File: src/rtl/bit_serializer.sv
// bit_serializer
// Parallel-to-serial front end for the Mealy sequence detector. A WIDTH-bit
// word is accepted through a valid/ready load handshake and then presented
// one bit per consumed cycle. The bit order is LSB first by default, which
// matches the detector's seq[0]-first order. A one-cycle frame_done pulse
// follows the last bit of each word. Words can be streamed back to back.
//
// Ports:
//   clk        rising-edge clock
//   rst        synchronous, active-high reset (priority over everything)
//   load_valid producer offers load_data this cycle
//   load_data  word to serialize
//   load_ready block can accept a word this cycle
//   ser_en     downstream consumes the current bit this cycle (0 = stall)
//   ser_bit    current serial bit (0 when not valid)
//   ser_valid  ser_bit is valid and consumed this cycle
//   frame_done registered one-cycle pulse after the last bit is consumed
//   busy       a word is being shifted out
module bit_serializer #(
    parameter int WIDTH     = 16,
    parameter bit LSB_FIRST = 1'b1
) (
    input  logic             clk,
    input  logic             rst,
    input  logic             load_valid,
    input  logic [WIDTH-1:0] load_data,
    output logic             load_ready,
    input  logic             ser_en,
    output logic             ser_bit,
    output logic             ser_valid,
    output logic             frame_done,
    output logic             busy
);

    localparam int CW = $clog2(WIDTH);
    localparam logic [CW-1:0] LAST = CW'(WIDTH - 1);

    typedef enum logic {
        IDLE  = 1'b0,
        SHIFT = 1'b1
    } state_t;

    state_t           state;
    logic [WIDTH-1:0] shreg;
    logic [CW-1:0]    cnt;

    logic last_bit;
    logic accept;

    // Last bit of the word is being consumed right now.
    assign last_bit   = (state == SHIFT) && ser_en && (cnt == LAST);
    assign load_ready = (state == IDLE) || last_bit;
    assign accept     = load_valid && load_ready;

    assign busy       = (state == SHIFT);
    assign ser_valid  = (state == SHIFT) && ser_en;
    assign ser_bit    = ser_valid ? (LSB_FIRST ? shreg[0] : shreg[WIDTH-1]) : 1'b0;

    // NOTE: sequential state uses non-blocking assignments so every register
    // samples the pre-edge values, independent of statement order.
    always_ff @(posedge clk) begin
        if (rst) begin
            state      <= IDLE;
            shreg      <= '0;
            cnt        <= '0;
            frame_done <= 1'b0;
        end else begin
            frame_done <= 1'b0;
            case (state)
                IDLE: begin
                    if (accept) begin
                        shreg <= load_data;
                        cnt   <= '0;
                        state <= SHIFT;
                    end
                end
                SHIFT: begin
                    if (ser_en) begin
                        if (cnt == LAST) begin
                            frame_done <= 1'b1;
                            cnt        <= '0;
                            // A word offered in the last-bit cycle follows
                            // without an idle bubble.
                            if (accept) begin
                                shreg <= load_data;
                            end else begin
                                state <= IDLE;
                            end
                        end else begin
                            // Move the next bit toward the output end, zero fill.
                            if (LSB_FIRST) begin
                                shreg <= {1'b0, shreg[WIDTH-1:1]};
                            end else begin
                                shreg <= {shreg[WIDTH-2:0], 1'b0};
                            end
                            cnt <= cnt + 1'b1;
                        end
                    end
                end
                default: state <= IDLE;
            endcase
        end
    end

endmodule

File: config.mk
export PLATFORM = sky130hd
export DESIGN_NAME = bit_serializer
export DESIGN_NICKNAME = d
export VERILOG_FILES = /design/src/rtl/bit_serializer.sv
export SDC_FILE = /design/constraint.sdc
export NUM_CORES = 1
export LEC_CHECK = 0
export CORE_ASPECT_RATIO = 0.6
export CORE_UTILIZATION = 43
export CTS_CLUSTER_DIAMETER = 30
export DETAILED_ROUTE_END_ITERATION = 12
export DONT_BUFFER_PORTS = 1
export GPL_ROUTABILITY_DRIVEN = 1
export PLACE_DENSITY = 0.7
export SKIP_CTS_REPAIR_TIMING = 1
export SLEW_MARGIN = 0
export SYNTH_ARGS = -nofsm -noshare
export SYNTH_HDL_FRONTEND = slang
export SYNTH_SLANG_ARGS = --single-unit
export TNS_END_PERCENT = 30
File: constraint.sdc
create_clock -name clk -period 1.3 [get_ports clk]
set_input_delay 0.26 -clock clk [delete_from_list [all_inputs] [get_ports clk]]
set_output_delay 0.26 -clock clk [all_outputs]
set_load 0.005 [all_outputs]
# [After elaboration in Yosys (flattened, before gate mapping)]
# Index checks and enable logic that the tools add are counted.
[op_classes] eq_ne=3 reduce_logical=6 bitwise=2 add_sub_neg=1 n_mux=14
[op_table] cell="$mux W16" n=3
[op_table] cell="$pmux W16 S2" n=1
[op_table] cell="$mux W4" n=3
[op_table] cell="$pmux W4 S2" n=1
[op_table] cell="$mux W1" n=5
[op_table] cell="$add A4 B1 Y4 const B" n=1
[op_table] cell="$eq A4 B4 Y1 const B" n=1
[op_table] cell="$ne A2 B2 Y1 const B" n=2
[op_table] cell="$logic_and A1 B1 Y1" n=3
[op_table] cell="$reduce_or A3 Y1" n=1
[op_table] cell="$not A1 Y1" n=2
[op_table] cell="$pmux W1 S2" n=1
[op_table] cell="$reduce_and A2 Y1" n=1
[op_table] cell="$logic_or A1 B1 Y1" n=1
[totals] input_bits=20 reg_bits=22 word_cells=30 out_inout_bits=5

# [Depth between registers and ports, before layout]
# Gate-level depths: netlist of the first run.
[depth] depth_word=8 mapped_depth=5 mapped_depth_nobuf=4

# [Worst setup path before layout of the first run]
# Ideal clock, no wire load.
[synth_timing] path_type="reg2reg" startpoint="register cnt[0]" endpoint="register shreg[0]" arrival_ns=1.338 setup_ns=0.060 stages_incl_launch_ff=6 path_buffers=1 path_slack_ns=-0.098 period_less_slack_ns=1.398 t_required_ns=1.240 cell_sequence="dfxtp_1 -> ha_1 -> and4_1 -> o21ai_2 -> buf_2 -> o221a_1"
[synth_between] elab_chain_len=8
[synth_lines] item="start, declared" line_no="45" text="logic [CW-1:0] cnt;"
[synth_lines] item="start signal, assigned" line_no="96" text="cnt <= cnt + 1'b1;"
[synth_lines] item="$eq A4 B4 Y1 (*)" line_no="51, 79"
[synth_lines] item="$logic_and A1 B1 Y1" line_no="51" text="assign last_bit = (state == SHIFT) && ser_en && (cnt == LAST);"
[synth_lines] item="$logic_or A1 B1 Y1" line_no="52" text="assign load_ready = (state == IDLE) || last_bit;"
[synth_lines] item="$logic_and A1 B1 Y1" line_no="53" text="assign accept = load_valid && load_ready;"
[synth_lines] item="$mux W16"
[synth_lines] item="$mux W16" line_no="79" text="if (cnt == LAST) begin"
[synth_lines] item="$mux W16" line_no="78" text="if (ser_en) begin"
[synth_lines] item="$pmux W16 S2 (*)" line_no="69" text="case (state)"
[synth_lines] item="end signal, assigned" line_no="72" text="shreg <= load_data;"
[synth_lines] item="end signal, assigned" line_no="85" text="shreg <= load_data;"
[synth_lines] item="end signal, assigned" line_no="92" text="shreg <= {1'b0, shreg[WIDTH-1:1]};"
[synth_lines] item="end, declared" line_no="44" text="logic [WIDTH-1:0] shreg;"
# Mark *: on every way between the ends. The rest lies on a longest branch, timed or not. The select of a mux whose other input is x is not followed.
# A chain may end at the register's enable or synchronous reset.

# [Worst setup path in the final report of the first run]
[layout_timing] startpoint="register state (netlist: busy)" endpoint="output ser_valid"
[layout_between] elab_chain_len=1
[layout_lines] item="start, declared" line_no="43" text="state_t state;"
[layout_lines] item="start signal, assigned" line_no="63" text="state <= IDLE;"
[layout_lines] item="start signal, assigned" line_no="74" text="state <= SHIFT;"
[layout_lines] item="start signal, assigned" line_no="87" text="state <= IDLE;"
[layout_lines] item="$logic_and A1 B1 Y1" line_no="56" text="assign ser_valid = (state == SHIFT) && ser_en;"
[layout_lines] item="end, declared" line_no="30" text="output logic ser_valid,"
# Every way passes these cells.

==> results.py, run 1 <==
metrics = {
    "status": {
        "run_status": "finished, violations left",
        "violations_in_the_final_reports": "negative setup slack",
    },
    "critical_path": {
        "arrival_ns": 1.10,
        "crit_path_top_delay_cell": "dfxtp_4",
        "cp-startpoint": "busy",
        "crit_type": "reg -> out",
        "crit_required_ns": 1.04,
        "critical_path.most_common_cell": "buf_6",
        "ff2ff_setup_slack_ns": -0.01,
        "register_to_register_path_depth": 5,
        "cell_by_cell_listing_of_the_critical_path": "buf_6 > and2_4 > buf_6 > buf_6",
        "timing.critical_path.from_type": "flop",
        "origin_of_the_critical_flop_to_flop_path": "busy",
        "cp-end-kind": "output port",
        "crit_path_max_incr_delay_ns": 0.35,
        "cp_max_fo": 4,
        "crit-reg2reg-capture": "shreg[6]",
    },
    "global_route": {
        "maximum_number_of_pins_on_one_net_before_global_route_repair": 23,
        "antenna_found_initial": 0,
        "grt_pass1_vias": 727,
        "grt_ovf": 0,
        "grt_first_pass_wirelength_mm": 3.56,
        "grtUsageTotal": 0.187,
    },
    "synth": {
        "synth_compound_gate_area_share": 0.334,
        "synth.avg_cell_area_um2": 9.89,
        "post_syn_instances": 108,
        "ys.flop_type": "dfxtp_1",
        "synth-seq-cells": 22,
        "synth_commonest_cells": "dfxtp_1, inv_1, a31oi_1",
        "post_syn_nets": 129,
        "synth_enable_flop_cells": 0,
        "synth.area.top_cells": "dfxtp_1, o221a_1, a31oi_1, inv_1, buf_6",
        "post-synth-top-area-fraction": 0.412,
        "post_synth_instance_area_um2": 1070,
        "synth_xor_area_frac": 0,
        "synth_simple_gate_area_share": 0.0890,
        "postSynth.asyncResetShare": 0,
        "post-synth-top-area-cell": "dfxtp_1",
        "synthMuxAreaShare": 0.0129,
        "synth_top_family_by_area": "compound AO/OA/AOI/OAI gates",
        "yosysUniqueCellTypes": 31,
        "synth-seq-area-share": 0.412,
        "ys_warn_count": 0,
        "synth-adder-area-share": 0.0117,
        "synthMostInstantiatedCell": "dfxtp_1",
    },
    "floorplanning": {
        "die_area_um2": 2700,
        "horiz_die_dim_um": 66.4,
        "die_h_um": 40.6,
        "fp.coreArea_um2": 2260,
        "placementRows": 13,
        "floorplan.initialDensity": 0.473,
        "pin_count": 25,
    },
    "sta": {
        "max_clock_freq_ghz": 0.733,
        "layout_setup_ws_ns": -0.0633,
        "slew_headroom": 0.832,
        "report.final.setup_viol": 6,
        "timing_max_transition_violations_final": 0,
        "rsz0062_at_grt": "true",
        "tightestPinTransition_ns": 0.249,
        "final_hold_vio_count": 0,
        "layout_min_cycle_time_ns": 1.36,
        "worst_clock_skew_ns": 0.000723,
        "min_period_over_period": 1.05,
    },
    "power_and_ir_drop": {
        "power.ir.vdd_worst_mv": 0.570,
        "internal-power_mw": 1.06,
        "power.density_nw_per_um2": 1050,
        "leakagePower_nw": 0.490,
        "fin_total_pwr_mw": 1.39,
        "pwr-share-seq": 0.539,
        "power.share.combinational": 0.166,
        "power.net_switching_mw": 0.331,
        "power.switching_fraction": 0.237,
        "clock_power_share": 0.294,
    },
    "routing": {
        "wl_per_cell_um": 16.5,
        "ant_nets": 0,
        "viasPerCell": 5.68,
        "routed_wl_mm": 2.47,
        "drt_first_pass_iters": 4,
        "num_vias": 852,
        "detail_route.drc_violations": 0,
        "first_iter_violations": 54,
    },
    "clocking": {
        "cts_tree": "built",
        "clock-root-buffer": "clkbuf_8",
        "clock_insertion_delay_at_the_later_pin_of_the_skew_report_ns": 0.26,
        "cts_inserted_buffers": 3,
        "numClockSinks": 22,
        "cts_max_level": 1,
        "clockBufferDepth": 2,
        "cts.reportedPaths.clkPinSlew_ns": 0.07,
    },
    "min_path": {
        "hp_start": "rst",
        "worst_hold_path.endpoint": "cnt[0]",
        "min_path_cells": 1,
        "timing.hold.worst.class": "in -> reg",
    },
    "placement": {
        "place_hpwl_mm": 1.67,
        "place.gp.congestion": 0.754,
        "io_buffer_count": 0,
        "post_place_cell_area_um2": 1160,
    },
    "flow_run": {
        "cap_viol_max_count": 0,
    },
    "finish": {
        "area.growth.synth_to_final_pct": 24.1,
        "share_of_post_route_cells_with_drive_strength_above_1": 0.375,
        "diodes": 0,
        "final_area_um2": 1330,
        "finish.net_count": 143,
    },
}
==> final cells by class <==
cell class / instances / area (um^2)
fillers: 206 / 935
clock buffers: 3 / 41.3
flip-flops and latches: 22 / 449
multi-input cells: 59 / 554
repair buffers: 18 / 174
inverters: 18 / 70.1
well taps: 30 / 37.5
==> stage by stage <==
stage | setup slack [ns] | hold slack (ns) | std cells | setup TNS (ns) | util
2_1_floorplan | 0.00173 | 0.414 | 108 | 0 | -
3_3_place_gp | -0.216 | 0.326 | 144 | -3.14 | 0.512
3_5_place_dp | -0.275 | 0.329 | 144 | -3.91 | 0.512
4_1_cts | -0.288 | 0.0525 | 147 | -4.60 | 0.531
5_1_grt | -0.0986 | 0.0372 | 150 | -0.652 | 0.587
6_report | -0.0633 | 0.0533 | 150 | -0.139 | 0.587
==> sequential cells by signal, summed over array words and instances, names as in the netlist <==
register    flops
shreg          16
frame_done      1
cnt             4
busy            1
==> worst max-delay path, delay by kind of cell (launching register included) <==
kind                   cells  cell delay [ns]
AND/OR/NAND/NOR            1             0.15
buffers and inverters      3             0.36
flip-flops                 1             0.35
==> worst max path at each step <==
stage	depth (start not counted)	end
after floorplan	5	shreg[0]
after global placement	4	shreg[7]
after detailed placement	4	shreg[7]
after CTS	4	shreg[2]
after global routing	4	ser_valid
final	4	ser_valid
==> layout by cell type, fill, tap and decap left out, types with 2 or more instances in the layout <==
master    netlist  routed
dfxtp_2         0       4
o221a_1        10      10
nand2_1         2       2
a21oi_1         3       3
a31oi_2         0       3
inv_1          18      17
nand3_1         4       3
o221a_2         5       4
a31oi_1        16      13
buf_4           1      10
dfxtp_1        22      17
clkbuf_8        0       3
buf_6           5       7
==> power groups by stage <==
stage	registers (mW)	clock network [mW]	logic, mW
global route	0.756	0.461	0.251
floorplan	0.760	0	0.160
detailed placement	0.767	0	0.185
global placement	0.766	0	0.178
finish	0.751	0.410	0.232
CTS	0.752	0.427	0.186
==> logic make-up after synthesis <==
group / after synthesis
mux: 1
fa+ha+maj: 1
compound gates: 41
simple gates: 16
flops: 22
buf+inv: 27
==> metal layers <==
layer | wire length (um) | share of wire | GRT usage | vias up
li1 | - | - | - | 432
met1 | 1210 | 0.49 | 0.250 | 403
met2 | 1090 | 0.44 | 0.273 | 17
met3 | 168 | 0.068 | 0.0861 | 0
met4 | 0 | 0 | 0.0479 | 0
met5 | 0 | 0 | 0 | -
No activity file was read; power rests on OpenSTA's default activity.
==> inputs of run 2 (changes only) <==
--- a/config.mk
+++ b/config.mk
@@ -12,6 +12,7 @@
 export DONT_BUFFER_PORTS = 1
 export GPL_ROUTABILITY_DRIVEN = 1
 export PLACE_DENSITY = 0.7
+export REMOVE_ABC_BUFFERS = 1
 export SKIP_CTS_REPAIR_TIMING = 1
 export SLEW_MARGIN = 0
 export SYNTH_ARGS = -nofsm -noshare
==> results.py, run 2 (synthesis gave the netlist of run 1 again) <==
metrics = {
    "sta": {
        "layout_setup_ws_ns": -0.104,
        "timing_max_transition_violations_final": 0,
        "tns_ns": -0.372,
        "slew_headroom": 0.812,
        "report.final.setup_viol": 16,
        "min_period_over_period": 1.08,
        "max_clock_freq_ghz": 0.712,
        "layout_min_cycle_time_ns": 1.40,
        "tightestPinTransition_ns": 0.276,
        "worst_clock_skew_ns": 0.00647,
        "final_hold_vio_count": 0,
        "rsz0062_at_grt": "true",
    },
    "critical_path": {
        "arrival_ns": 1.14,
        "cp_max_fo": 5,
        "origin_of_the_critical_flop_to_flop_path": "cnt[1]",
        "cell_by_cell_listing_of_the_critical_path": "ha_4 > nand3_4 > o21ai_2 > buf_4",
        "crit_path_top_delay_cell": "dfxtp_4",
        "crit_path_max_incr_delay_ns": 0.37,
        "crit_type": "reg -> out",
        "cp-startpoint": "cnt[1]",
        "timing.critical_path.from_type": "flop",
        "cp-end-kind": "output port",
        "crit-reg2reg-capture": "shreg[3]",
        "crit_required_ns": 1.04,
        "register_to_register_path_depth": 5,
        "timing.critical_path.to": "load_ready",
        "ff2ff_setup_slack_ns": -0.04,
    },
    "placement": {
        "place_hpwl_mm": 1.66,
        "dpl_worst_slack_ns": -0.337,
        "io_buffer_count": 0,
        "place.gp.congestion": 0.798,
    },
    "finish": {
        "area.growth.synth_to_final_pct": 17.0,
        "regMostFlops": "shreg",
        "reg_top3": "shreg x16, cnt x4",
        "final_cell_mix": "inv_1, dfxtp_1, a31oi_1",
        "layout.core_utilization": 0.553,
        "share_of_post_route_cells_with_drive_strength_above_1": 0.313,
        "diodes": 0,
        "finish.net_count": 138,
        "largest_register_ff_count": 16,
    },
    "flow_run": {
        "cap_viol_max_count": 0,
    },
    "floorplanning": {
        "horiz_die_dim_um": 66.4,
        "die_area_um2": 2700,
        "floorplan.initialDensity": 0.473,
        "fp.coreArea_um2": 2260,
        "pin_count": 25,
        "placementRows": 13,
        "die_h_um": 40.6,
    },
    "clocking": {
        "clockBufferDepth": 2,
        "cts_max_level": 1,
        "clock_insertion_delay_at_the_later_pin_of_the_skew_report_ns": 0.26,
        "clock-root-buffer": "clkbuf_8",
        "numClockSinks": 22,
        "cts_inserted_buffers": 3,
        "cts.reportedPaths.clkPinSlew_ns": 0.08,
        "cts_tree": "built",
    },
    "routing": {
        "viasPerCell": 5.91,
        "detail_route.drc_violations": 0,
        "num_vias": 857,
        "first_iter_violations": 20,
        "ant_nets": 0,
        "routed_wl_mm": 2.35,
        "wl_per_cell_um": 16.2,
        "drt_first_pass_iters": 4,
    },
    "global_route": {
        "maximum_number_of_pins_on_one_net_before_global_route_repair": 23,
        "grt_ovf": 0,
        "grt_pass1_vias": 759,
        "grtUsageTotal": 0.191,
        "grt_first_pass_wirelength_mm": 3.64,
        "antenna_found_initial": 0,
    },
    "power_and_ir_drop": {
        "power.density_nw_per_um2": 1100,
        "leakagePower_nw": 0.457,
        "fin_total_pwr_mw": 1.37,
        "power.ir.vdd_worst_mv": 0.452,
    },
    "status": {
        "run_status": "finished, violations left",
        "violations_in_the_final_reports": "negative setup slack",
    },
    "min_path": {
        "timing.hold.worst.class": "in -> reg",
    },
}
## run 2: layout make-up
type | instances | area [um^2]
multi-input cells | 59 | 515
repair buffers | 13 | 139
well taps | 30 | 37.5
inverters | 18 | 67.6
fillers | 213 | 1010
flip-flops and latches | 22 | 449
clock buffers | 3 | 41.3
## run 2: worst min-delay path by stage
stage	start	endpoint	slack, ns	cells after the start
2_1_floorplan	rst	busy	0.33	1
3_3_place_gp	rst	cnt[0]	0.33	1
3_5_place_dp	rst	cnt[0]	0.33	1
4_1_cts	rst	cnt[0]	0.05	1
5_1_grt	rst	cnt[2]	0.04	1
6_report	rst	cnt[0]	0.05	1
## run 2: report_power, final
part	switching [mW]	leakage (nW)	internal, mW
registers	0.0282	0.184	0.722
clock network	0.213	0.0216	0.207
logic	0.0907	0.251	0.114
total	0.331	0.457	1.04
## run 2: layer usage
metal	part of all wire	wire (um)	vias up	global-route usage
met5	0	0	-	0
met3	0.077	182	4	0.0917
met1	0.47	1100	403	0.235
li1	-	-	423	-
met2	0.45	1060	27	0.314
met4	0.0043	10	0	0.0319
## run 2: metrics by stage
stage	hold WS [ns]	cells	cell area, um^2
5_1_grt	0.0359	145	1250
3_3_place_gp	0.331	141	1140
6_report	0.0461	145	1250
3_5_place_dp	0.333	141	1140
4_1_cts	0.0477	144	1180
2_1_floorplan	0.329	99	986
## run 2: critical path, delay by kind of cell, from the launching register on
| family | cells | cell delay [ns] |
|---|---|---|
| and+or+nand+nor | 1 | 0.10 |
| AOI/OAI and AO/OA | 1 | 0.14 |
| buffers and inverters | 1 | 0.12 |
| adders and majority gates | 1 | 0.15 |
| DFF | 1 | 0.37 |
